--- src/rtl/dadda_tree_arb.sv ---
// Shares one 6-row partial-product reduction tree between two requesters.
// Round-robin grant into S1, tree result registered into the S2 response stage.

module dadda_csa #(
   parameter int unsigned W = 19
) (
   input  logic [W-1:0] a,
   input  logic [W-1:0] b,
   input  logic [W-1:0] c,
   output logic [W-1:0] sum,
   output logic [W-1:0] carry
);

   // Carry out of the top column is discarded: the tree output width already
   // covers the largest possible weighted sum, so the final value is exact.
   always_comb begin
      sum   = a ^ b ^ c;
      carry = {(a[W-2:0] & b[W-2:0]) | (a[W-2:0] & c[W-2:0]) | (b[W-2:0] & c[W-2:0]), 1'b0};
   end

endmodule

// Row i carries weight 2^i; carry-save layers follow the Dadda heights 6-4-3-2.
module dadda_tree #(
   parameter int unsigned OP_W  = 13,
   parameter int unsigned RES_W = 19
) (
   input  logic [5:0][OP_W-1:0] ops,
   output logic [RES_W-1:0]     result
);

   logic [5:0][RES_W-1:0] row;
   logic [RES_W-1:0]      s1a, c1a, s1b, c1b;
   logic [RES_W-1:0]      s2, c2;
   logic [RES_W-1:0]      s3, c3;

   always_comb begin
      row = '0;
      for (int unsigned i = 0; i < 6; i++) begin
         row[i] = RES_W'(ops[i]) << i;
      end
   end

   dadda_csa #(.W(RES_W)) u_csa_1a (
      .a(row[0]), .b(row[1]), .c(row[2]), .sum(s1a), .carry(c1a)
   );

   dadda_csa #(.W(RES_W)) u_csa_1b (
      .a(row[3]), .b(row[4]), .c(row[5]), .sum(s1b), .carry(c1b)
   );

   dadda_csa #(.W(RES_W)) u_csa_2 (
      .a(s1a), .b(c1a), .c(s1b), .sum(s2), .carry(c2)
   );

   dadda_csa #(.W(RES_W)) u_csa_3 (
      .a(s2), .b(c2), .c(c1b), .sum(s3), .carry(c3)
   );

   always_comb begin
      result = s3 + c3;
   end

endmodule

module dadda_tree_arb #(
   parameter int unsigned N_OPS = 6,
   parameter int unsigned OP_W  = 13,
   parameter int unsigned RES_W = 19,
   parameter int unsigned TAG_W = 4,
   parameter int unsigned CNT_W = 16
) (
   input  logic                        clk,
   input  logic                        rst,
   input  logic                        req0_valid,
   output logic                        req0_ready,
   input  logic [N_OPS-1:0][OP_W-1:0]  req0_ops,
   input  logic [TAG_W-1:0]            req0_tag,
   input  logic                        req1_valid,
   output logic                        req1_ready,
   input  logic [N_OPS-1:0][OP_W-1:0]  req1_ops,
   input  logic [TAG_W-1:0]            req1_tag,
   output logic                        rsp_valid,
   input  logic                        rsp_ready,
   output logic                        rsp_id,
   output logic [TAG_W-1:0]            rsp_tag,
   output logic [RES_W-1:0]            rsp_result,
   output logic [CNT_W-1:0]            done_cnt,
   output logic                        busy
);

   typedef enum logic {
      LAST_REQ0 = 1'b0,
      LAST_REQ1 = 1'b1
   } rr_t;

   rr_t                       rr_q;
   rr_t                       rr_d;
   logic                      s1_valid;
   logic [N_OPS-1:0][OP_W-1:0] s1_ops;
   logic                      s1_id;
   logic [TAG_W-1:0]          s1_tag;
   logic [RES_W-1:0]          tree_result;
   logic                      s2_adv;
   logic                      s1_adv;
   logic                      grant0;
   logic                      grant1;

   dadda_tree #(.OP_W(OP_W), .RES_W(RES_W)) u_tree (
      .ops    (s1_ops),
      .result (tree_result)
   );

   // Grants are masked during reset so no ready is seen while state is held clear.
   always_comb begin
      s2_adv = !rsp_valid || rsp_ready;
      s1_adv = !s1_valid || s2_adv;
      grant0 = !rst && s1_adv && req0_valid && (!req1_valid || rr_q == LAST_REQ1);
      grant1 = !rst && s1_adv && req1_valid && (!req0_valid || rr_q == LAST_REQ0);
      rr_d   = rr_q;
      if (grant0) begin
         rr_d = LAST_REQ0;
      end else if (grant1) begin
         rr_d = LAST_REQ1;
      end
      req0_ready = grant0;
      req1_ready = grant1;
      busy       = s1_valid | rsp_valid;
   end

   always_ff @(posedge clk or posedge rst) begin
      if (rst) begin
         rr_q <= LAST_REQ1;
      end else begin
         rr_q <= rr_d;
      end
   end

   always_ff @(posedge clk or posedge rst) begin
      if (rst) begin
         s1_valid <= 1'b0;
         s1_ops   <= '0;
         s1_id    <= 1'b0;
         s1_tag   <= '0;
      end else if (s1_adv) begin
         s1_valid <= grant0 | grant1;
         if (grant1) begin
            s1_ops <= req1_ops;
            s1_id  <= 1'b1;
            s1_tag <= req1_tag;
         end else if (grant0) begin
            s1_ops <= req0_ops;
            s1_id  <= 1'b0;
            s1_tag <= req0_tag;
         end
      end
   end

   always_ff @(posedge clk or posedge rst) begin
      if (rst) begin
         rsp_valid  <= 1'b0;
         rsp_id     <= 1'b0;
         rsp_tag    <= '0;
         rsp_result <= '0;
      end else if (s2_adv) begin
         rsp_valid  <= s1_valid;
         rsp_id     <= s1_id;
         rsp_tag    <= s1_tag;
         rsp_result <= tree_result;
      end
   end

   always_ff @(posedge clk or posedge rst) begin
      if (rst) begin
         done_cnt <= '0;
      end else if (rsp_valid && rsp_ready) begin
         done_cnt <= done_cnt + CNT_W'(1);
      end
   end

endmodule

--- config.mk ---
export PLATFORM = sky130hd
export DESIGN_NAME = dadda_tree_arb
export DESIGN_NICKNAME = d
export VERILOG_FILES = /design/src/rtl/dadda_tree_arb.sv
export SDC_FILE = /design/constraint.sdc
export NUM_CORES = 1
export LEC_CHECK = 0
export CAP_MARGIN = 30
export CORE_ASPECT_RATIO = 0.75
export CORE_MARGIN = 2
export CORE_UTILIZATION = 48
export DETAILED_ROUTE_END_ITERATION = 16
export PLACE_DENSITY = 0.8
export SYNTH_ARGS = -nofsm -noshare
export SYNTH_HDL_FRONTEND = slang
export SYNTH_SLANG_ARGS = --single-unit
--- constraint.sdc ---
create_clock -name clk -period 5.86 [get_ports clk]
set_input_delay 1.465 -clock clk [delete_from_list [all_inputs] [get_ports clk]]
set_output_delay 1.465 -clock clk [all_outputs]
set_load 0.03 [all_outputs]
==> results of run 1 <==
-- area by class of cell --
| class | count | area share |
|---|---|---|
| Clock buffer | 19 | 0.04339 |
| Timing Repair Buffer | 221 | 0.2145 |
| Sequential cell | 126 | 0.3090 |
| Inverter | 28 | 0.01054 |
| Clock inverter | 13 | 0.02525 |
| Tap cell | 200 | 0.02452 |
| Multi-Input combinational cell | 498 | 0.3728 |
-- state kept, by name, indices dropped and copies added, names as in the netlist, 4 cells and up --
| signal | flops |
|---|---|
| done_cnt | 16 |
| rsp_result | 19 |
| rsp_tag | 4 |
| s1_ops | 78 |
| s1_tag | 4 |
-- metal layers --
layer	routed length, um	up-vias
met1	8223	2737
li1	-	2735
met3	1042	20
met5	0	-
met2	8890	198
met4	308	0
-- through the flow --
| step | hold WS, ns | setup slack [ns] | util |
|---|---|---|---|
| final | 0.4668 | 1.135 | 0.6970 |
| after global routing | 0.4910 | 1.040 | 0.6970 |
| after CTS | 0.4684 | 1.134 | 0.6970 |
| after detailed placement | 0.4557 | 1.144 | 0.6492 |
| after global placement | 0.4484 | 1.165 | 0.6492 |
| after floorplan | 0.4470 | 1.041 | - |
-- cells by family after synthesis --
logic type | Yosys count | share of synthesized area
xor+xnor | 24 | 0.02897
mux | 84 | 0.1160
compound gates | 136 | 0.1019
flops | 126 | 0.4347
buf+inv | 61 | 0.04345
simple gates | 184 | 0.1067
fa+ha+maj | 70 | 0.1683
-- final timing paths --
kind / from / end / slack (ns) / depth (start not counted)
setup reg to reg: s1_ops[24] / rsp_result[18] / 2.11 / 12
max in group asynchronous: rst / s1_ops[54] / 3.24 / 3
hold / removal: rsp_result[2] / rsp_result[2] / 0.47 / 2
hold reg to reg: rsp_result[2] / rsp_result[2] / 0.47 / 2
min in group asynchronous: rst / s1_valid / 1.68 / 2
setup / recovery: rsp_ready / req1_ready / 1.13 / 6
-- power groups by stage --
stage | Sequential, W | Clock, W | Combinational (W)
3_5_place_dp | 0.00129 | 0 | 0.00352
4_1_cts | 0.00127 | 0.00126 | 0.00358
6_report | 0.00127 | 0.00126 | 0.00358
2_1_floorplan | 0.00143 | 0 | 0.00242
5_1_grt | 0.00130 | 0.00131 | 0.00404
3_3_place_gp | 0.00127 | 0 | 0.00345
-- critical path, stage by stage --
cell and delay, ns:
sky130_fd_sc_hd__clkdlybuf4s50_1 0.57, sky130_fd_sc_hd__nor2b_2 0.09, sky130_fd_sc_hd__a21oi_4 0.20, sky130_fd_sc_hd__nand2_1 0.11, sky130_fd_sc_hd__a21oi_4 0.13, sky130_fd_sc_hd__clkdlybuf4s50_1 0.68
-- cell usage in the layout, fill, tap and decap left out, types with 3 or more instances in the layout --
| cell type | count |
|---|---|
| sky130_fd_sc_hd__nor2b_1 | 3 |
| sky130_fd_sc_hd__xnor2_1 | 13 |
| sky130_fd_sc_hd__ha_1 | 24 |
| sky130_fd_sc_hd__nor2_1 | 99 |
| sky130_fd_sc_hd__bufinv_16 | 7 |
| sky130_fd_sc_hd__nor3_1 | 3 |
| sky130_fd_sc_hd__nand2_1 | 47 |
| sky130_fd_sc_hd__mux2i_1 | 83 |
| sky130_fd_sc_hd__and3_1 | 5 |
| sky130_fd_sc_hd__fa_1 | 46 |
| sky130_fd_sc_hd__dfrtp_1 | 125 |
| sky130_fd_sc_hd__clkbuf_16 | 17 |
| sky130_fd_sc_hd__nand3_1 | 10 |
| sky130_fd_sc_hd__nand4_1 | 5 |
| sky130_fd_sc_hd__clkdlybuf4s50_1 | 212 |
| sky130_fd_sc_hd__xor2_1 | 11 |
| sky130_fd_sc_hd__a21oi_1 | 105 |
| sky130_fd_sc_hd__inv_1 | 27 |
| sky130_fd_sc_hd__nand2b_1 | 3 |
| sky130_fd_sc_hd__and2_1 | 3 |
| sky130_fd_sc_hd__o21ai_0 | 12 |
| sky130_fd_sc_hd__buf_4 | 9 |
| sky130_fd_sc_hd__a31oi_1 | 3 |
| sky130_fd_sc_hd__a21o_1 | 4 |
==> insert_results.sql, run 1 <==
INSERT INTO impl_metrics (metric_group, metric, value, unit) VALUES
('cells_and_area', 'antenna_cells', '0', ''),
('power', 'clock_power_share', '0.206', ''),
('power', 'switching_power_of_the_nets', '0.002567', 'W'),
('clocking', 'cts_hold_repair.buffers', '0', ''),
('yosys', 'ys_seq_elements', '126', ''),
('global_route', 'antenna_found_initial', '0', ''),
('yosys', 'post_synth_main_area_contributors', 'sky130_fd_sc_hd__dfrtp_1 (43%), sky130_fd_sc_hd__fa_1 (13%), sky130_fd_sc_hd__mux2i_1 (11%)', ''),
('power', 'max-vdd-ir-drop', '0.4479', 'mV'),
('power', 'p_total', '0.006111', 'W'),
('floorplanning', 'core.rowCount', '38', ''),
('routing', 'drt_pass1_iterations', '4', ''),
('sta', 'timing.final.crit_period', '4.725', 'ns'),
('outcome', 'outcome', 'finished clean', ''),
('clocking', 'clk-insertion-delay-late', '0.41', 'ns'),
('floorplanning', 'core_region_area', '14640', 'um^2'),
('routing', 'drtIter0Drc', '275', ''),
('clocking', 'cts.root.buffer_cell', 'sky130_fd_sc_hd__clkbuf_16', ''),
('global_route', 'global_route_wire_length_before_repair', '29.91', 'mm'),
('sta', 'setup_viol', '0', ''),
('setup_path', 'crit_path_max_fanout', '5', ''),
('clocking', 'cts_tree', 'built', ''),
('yosys', 'synth_warnings', '0', ''),
('global_route', 'pin_count_of_the_biggest_net_entering_global_routing', '76', ''),
('cells_and_area', 'fillers', '1143', ''),
('hold_path', 'hold_class', 'reg -> reg', ''),
('power', 'power_density_cells', '598.6', 'nW/um^2'),
('floorplanning', 'die_h', '110.5', 'um'),
('floorplanning', 'floorplan.io_pins', '213', ''),
('yosys', 'syn_area_per_cell', '10.59', 'um^2'),
('sta', 'final_hold_viol_count', '0', ''),
('run', 'cap_violations', '0', ''),
('cells_and_area', 'regArea', '3154', 'um^2'),
('setup_path', 'timing.critical_path.required', '4.39', 'ns'),
('clocking', 'clkTransAtPathRegs', '0.05', 'ns'),
('setup_path', 'cp-end-kind', 'output pin', ''),
('global_route', 'grt.busiest_layer', 'met2', ''),
('floorplanning', 'initial_standard_cell_utilization_of_the_core', '0.4956', ''),
('global_route', 'met2_track_demand_over_resource_in_global_routing', '0.3827', ''),
('power', 'p_int', '0.003543', 'W'),
('yosys', 'synth_top_area_share', '0.4310', ''),
('global_route', 'grt_util_met1', '0.3239', ''),
('yosys', 'synth_flop_cell', 'sky130_fd_sc_hd__dfrtp_1', ''),
('sta', 'slew_headroom', '0.3826', ''),
('cells_and_area', 'instances_no_fill', '1105', ''),
('clocking', 'clock_tree.htree_level_count', '4', ''),
('setup_path', 'arrival_time_of_data_at_the_critical_path_endpoint', '3.26', 'ns'),
('cells_and_area', 'post_route_cells_drive_above_1_share', '0.05304', ''),
('cells_and_area', 'finish.instance_area', '10210', 'um^2'),
('global_route', 'global_route.usage.total', '0.2363', ''),
('routing', 'ant_nets', '0', ''),
('power', 'power.static_leakage', '4.222', 'nW'),
('floorplanning', 'dieArea', '16130', 'um^2'),
('global_route', 'gr-usage-met3', '0.05041', ''),
('setup_path', 'setup.worst_path.start_class', 'primary input', ''),
('power', 'comb_power_share', '0.586', ''),
('yosys', 'synthDistinctLibCells', '42', ''),
('sta', 'clock-skew-final', '0.01044', 'ns'),
('sta', 'tightest_slew', '0.9261', 'ns'),
('floorplanning', 'dieWidth', '146.0', 'um'),
('routing', 'viasPerCell', '5.149', ''),
('yosys', 'synth_area_leader_cell', 'sky130_fd_sc_hd__dfrtp_1', ''),
('yosys', 'postSynthCellCount', '685', ''),
('yosys', 'synth_async_sr_flop_share', '1.000', ''),
('placed_design', 'buffer_ports.inserted', '212', ''),
('routing', 'wl_per_cell', '16.71', 'um'),
('sta', 'fin_tns_setup', '0', 'ns'),
('cells_and_area', 'multi_input_area', '3805', 'um^2'),
('yosys', 'yosys.cell_count.top_type', 'sky130_fd_sc_hd__dfrtp_1', ''),
('sta', 'slew_viol_final', '0', ''),
('yosys', 'synth-edff-count', '0', ''),
('power', 'sw_frac_of_total', '0.4202', '');
Note: power is estimated with default switching activity, not from simulation.
==> inputs of run 2 (changes only) <==
--- a/config.mk
+++ b/config.mk
@@ -8,9 +8,9 @@
 export CAP_MARGIN = 30
 export CORE_ASPECT_RATIO = 0.75
 export CORE_MARGIN = 2
-export CORE_UTILIZATION = 48
+export CORE_UTILIZATION = 44
 export DETAILED_ROUTE_END_ITERATION = 16
-export PLACE_DENSITY = 0.8
+export PLACE_DENSITY = 0.77
 export SYNTH_ARGS = -nofsm -noshare
 export SYNTH_HDL_FRONTEND = slang
 export SYNTH_SLANG_ARGS = --single-unit
==> constraint.sdc (replaced) <==
create_clock -name clk -period 3.9 [get_ports clk]
set_input_delay 0.975 -clock clk [delete_from_list [all_inputs] [get_ports clk]]
set_output_delay 0.975 -clock clk [all_outputs]
set_load 0.03 [all_outputs]
==> insert_results.sql, run 2 (same netlist as run 1, synthesis figures left out) <==
INSERT INTO impl_metrics (metric_group, metric, value, unit) VALUES
('outcome', 'outcome', 'finished clean', ''),
('setup_path', 'setup.worst_path.start_class', 'register', ''),
('setup_path', 'path_depth', '12', ''),
('clocking', 'clk-insertion-delay-late', '0.40', 'ns'),
('routing', 'drt_pass1_iterations', '4', ''),
('setup_path', 'ff_to_ff_setup_slack', '0.23', 'ns'),
('sta', 'rsz0062_at_grt', 'no', ''),
('sta', 'slew_viol_final', '0', ''),
('setup_path', 'arrival_time_of_data_at_the_critical_path_endpoint', '3.91', 'ns'),
('floorplanning', 'dieArea', '17550', 'um^2'),
('setup_path', 'worstSetupPathType', 'reg -> reg', ''),
('sta', 'setup_viol', '0', ''),
('setup_path', 'crit_path_max_fanout', '7', ''),
('setup_path', 'timing.rr.start', 's1_ops[49]', ''),
('power', 'power_density_cells', '868.6', 'nW/um^2'),
('clocking', 'clock_tree.htree_level_count', '4', ''),
('cells_and_area', 'fillers', '1351', ''),
('cells_and_area', 'finish.instance_area', '10160', 'um^2'),
('clocking', 'cts_sinks', '126', ''),
('routing', 'wl_per_cell', '15.37', 'um'),
('setup_path', 'cell_type_with_the_highest_occurrence_count_on_the_critical_path', 'sky130_fd_sc_hd__fa_1', ''),
('routing', 'drcViolationCount', '0', ''),
('global_route', 'first_global_vias', '5373', ''),
('power', 'power.static_leakage', '4.179', 'nW'),
('cells_and_area', 'top_register', 's1_ops', ''),
('setup_path', 'timing.critical_path.required', '4.14', 'ns'),
('routing', 'drtIter0Drc', '274', ''),
('clocking', 'clkTransAtPathRegs', '0.05', 'ns'),
('setup_path', 'worst_path_largest_cell_delay', '0.54', 'ns'),
('floorplanning', 'die_h', '115.2', 'um'),
('cells_and_area', 'area.growth.synth_to_final', '39.98', '%'),
('routing', 'wirelength', '17.10', 'mm'),
('placed_design', 'post-dp-hpwl', '12.99', 'mm'),
('sta', 'timing.final.crit_period', '3.669', 'ns'),
('clocking', 'cts-buffers-inserted', '17', ''),
('setup_path', 'cp-end-kind', 'register', ''),
('setup_path', 'critical_path_sink', 'rsp_result[18]', ''),
('cells_and_area', 'mostFrequentLayoutCells', 'sky130_fd_sc_hd__clkdlybuf4s50_1 (211), sky130_fd_sc_hd__dfrtp_1 (125), sky130_fd_sc_hd__a21oi_1 (105)', ''),
('sta', 'fin_crit_sh', '0.9409', ''),
('clocking', 'postCtsResizedCells', '0', ''),
('setup_path', 'chain_of_cells_forming_the_critical_path', 'fa_1 > inv_1 > fa_1 > inv_1 > fa_1 > ha_1 > and3_1 > and2_1 > a221o_1 > a31oi_1 > xor2_1 > a21oi_1', ''),
('routing', 'num_vias', '5535', ''),
('clocking', 'clock_tree.buffer_depth', '2', ''),
('clocking', 'cts_tree', 'built', ''),
('cells_and_area', 'final_core_util', '0.6323', ''),
('floorplanning', 'core_region_area', '16070', 'um^2'),
('global_route', 'global_route_wire_length_before_repair', '27.49', 'mm'),
('setup_path', 'crit_family', 'adder cells', ''),
('sta', 'slew_headroom', '0.4841', ''),
('placed_design', 'post_dp_cell_area', '9560', 'um^2'),
('routing', 'viasPerCell', '4.973', ''),
('sta', 'fmaxAchievable', '272.5', 'MHz'),
('placed_design', 'buffer_ports.inserted', '212', ''),
('setup_path', 'capture_point_of_the_worst_reg_to_reg_path', 'rsp_result[18]', ''),
('global_route', 'antenna_found_initial', '0', ''),
('cells_and_area', 'layout.nets', '1130', ''),
('clocking', 'cts.root.buffer_cell', 'sky130_fd_sc_hd__clkbuf_16', ''),
('setup_path', 'critical_path.startpoint', 's1_ops[49]', ''),
('sta', 'fin_tns_setup', '0', 'ns'),
('global_route', 'global_route.usage.total', '0.2008', ''),
('power', 'max-vdd-ir-drop', '0.6086', 'mV'),
('cells_and_area', 'flip_flop_count_of_the_largest_register_all_copies_and_words_added', '78', ''),
('clocking', 'cts_hold_repair.buffers', '0', ''),
('floorplanning', 'dieWidth', '152.3', 'um'),
('floorplanning', 'floorplan.io_pins', '213', ''),
('run', 'cap_violations', '0', ''),
('global_route', 'grt_remaining_overflow', '0', ''),
('cells_and_area', 'leading_cell_type_in_the_layout_fill_and_taps_excluded', 'sky130_fd_sc_hd__clkdlybuf4s50_1', ''),
('sta', 'clock-skew-final', '0.01117', 'ns'),
('routing', 'ant_nets', '0', ''),
('sta', 'final_hold_viol_count', '0', ''),
('clocking', 'cts.repair_timing.setup_buffer_count', '0', ''),
('sta', 'tightest_slew', '0.7738', 'ns'),
('global_route', 'pin_count_of_the_biggest_net_entering_global_routing', '127', ''),
('setup_path', 'buffers_and_inverters_on_the_worst_path', '2', ''),
('cells_and_area', 'antenna_cells', '0', ''),
('placed_design', 'globalplace.congestion', '0.8394', ''),
('setup_path', 'slowest_cp_cell', 'sky130_fd_sc_hd__fa_1', ''),
('setup_path', 'r2r_cells', '12', ''),
('hold_path', 'hold_class', 'reg -> reg', ''),
('floorplanning', 'core.rowCount', '40', ''),
('cells_and_area', 'top_regs', 's1_ops (78), rsp_result (19), done_cnt (16)', ''),
('cells_and_area', 'post_route_cells_drive_above_1_share', '0.05205', ''),
('floorplanning', 'initial_standard_cell_utilization_of_the_core', '0.4517', '');
[run 2: how the worst min path moves through the flow]
stage	startpoint	end	slack (ns)	depth (start not counted)
after global routing	rsp_result[3]	rsp_result[3]	0.49	2
after floorplan	s1_ops[0]	rsp_result[0]	0.45	2
final	rsp_tag[1]	rsp_tag[1]	0.46	2
after CTS	rsp_tag[1]	rsp_tag[1]	0.47	2
after global placement	rsp_tag[0]	rsp_tag[0]	0.45	2
after detailed placement	rsp_tag[1]	rsp_tag[1]	0.45	2
[run 2: area by class of cell]
type                            instances  area, um^2  area share
Sequential cell                       126        3154      0.3105
Multi-Input combinational cell        498        3805      0.3746
Inverter                               28       108.9     0.01072
Timing Repair Buffer                  220        2230      0.2195
Clock inverter                         11       141.4     0.01392
Clock buffer                           20       456.7     0.04496
Tap cell                              210       262.8     0.02587
[run 2: per-stage QoR]
step / power, W / hold slack (ns) / cells / setup slack [ns]
floorplan: 0.005784 / 0.4470 / 685 / 0.4430
global placement: 0.007121 / 0.4483 / 1082 / 0.2422
detailed placement: 0.007218 / 0.4546 / 1082 / 0.2346
CTS: 0.008876 / 0.4670 / 1113 / 0.2246
global route: 0.009683 / 0.4891 / 1113 / 0.007037
finish: 0.008823 / 0.4621 / 1113 / 0.2307
[run 2: tightest hold or removal path, stage by stage (launching register included)]
cell and delay (ns):
sky130_fd_sc_hd__dfrtp_1 0.34, sky130_fd_sc_hd__nand2_1 0.05, sky130_fd_sc_hd__nand2_1 0.05
[run 2: power breakdown]
group / leakage, nW / total, W / switching (W) / internal [W]
logic: 2.45 / 0.00535 / 0.00297 / 0.00238
registers: 1.44 / 0.00189 / 0.000227 / 0.00167
clock network: 0.288 / 0.00158 / 0.000550 / 0.00103
[run 2: metal layers]
metal  track usage  part of all wire  vias to the layer above
met5             0                 0                        -
met4       0.03364            0.0027                        0
met3       0.04485             0.060                        4
met2        0.3162              0.46                      177
met1        0.2932              0.48                     2620
li1              -                 -                     2734
==> inputs of run 3 (changes only) <==
--- a/config.mk
+++ b/config.mk
@@ -11,6 +11,8 @@
 export CORE_UTILIZATION = 44
 export DETAILED_ROUTE_END_ITERATION = 16
 export PLACE_DENSITY = 0.77
+export SKIP_LAST_GASP = 1
 export SYNTH_ARGS = -nofsm -noshare
 export SYNTH_HDL_FRONTEND = slang
 export SYNTH_SLANG_ARGS = --single-unit
+export TNS_END_PERCENT = 20
==> results of run 3 <==
Final layout, timing and power as in run 2 (identical DEF).
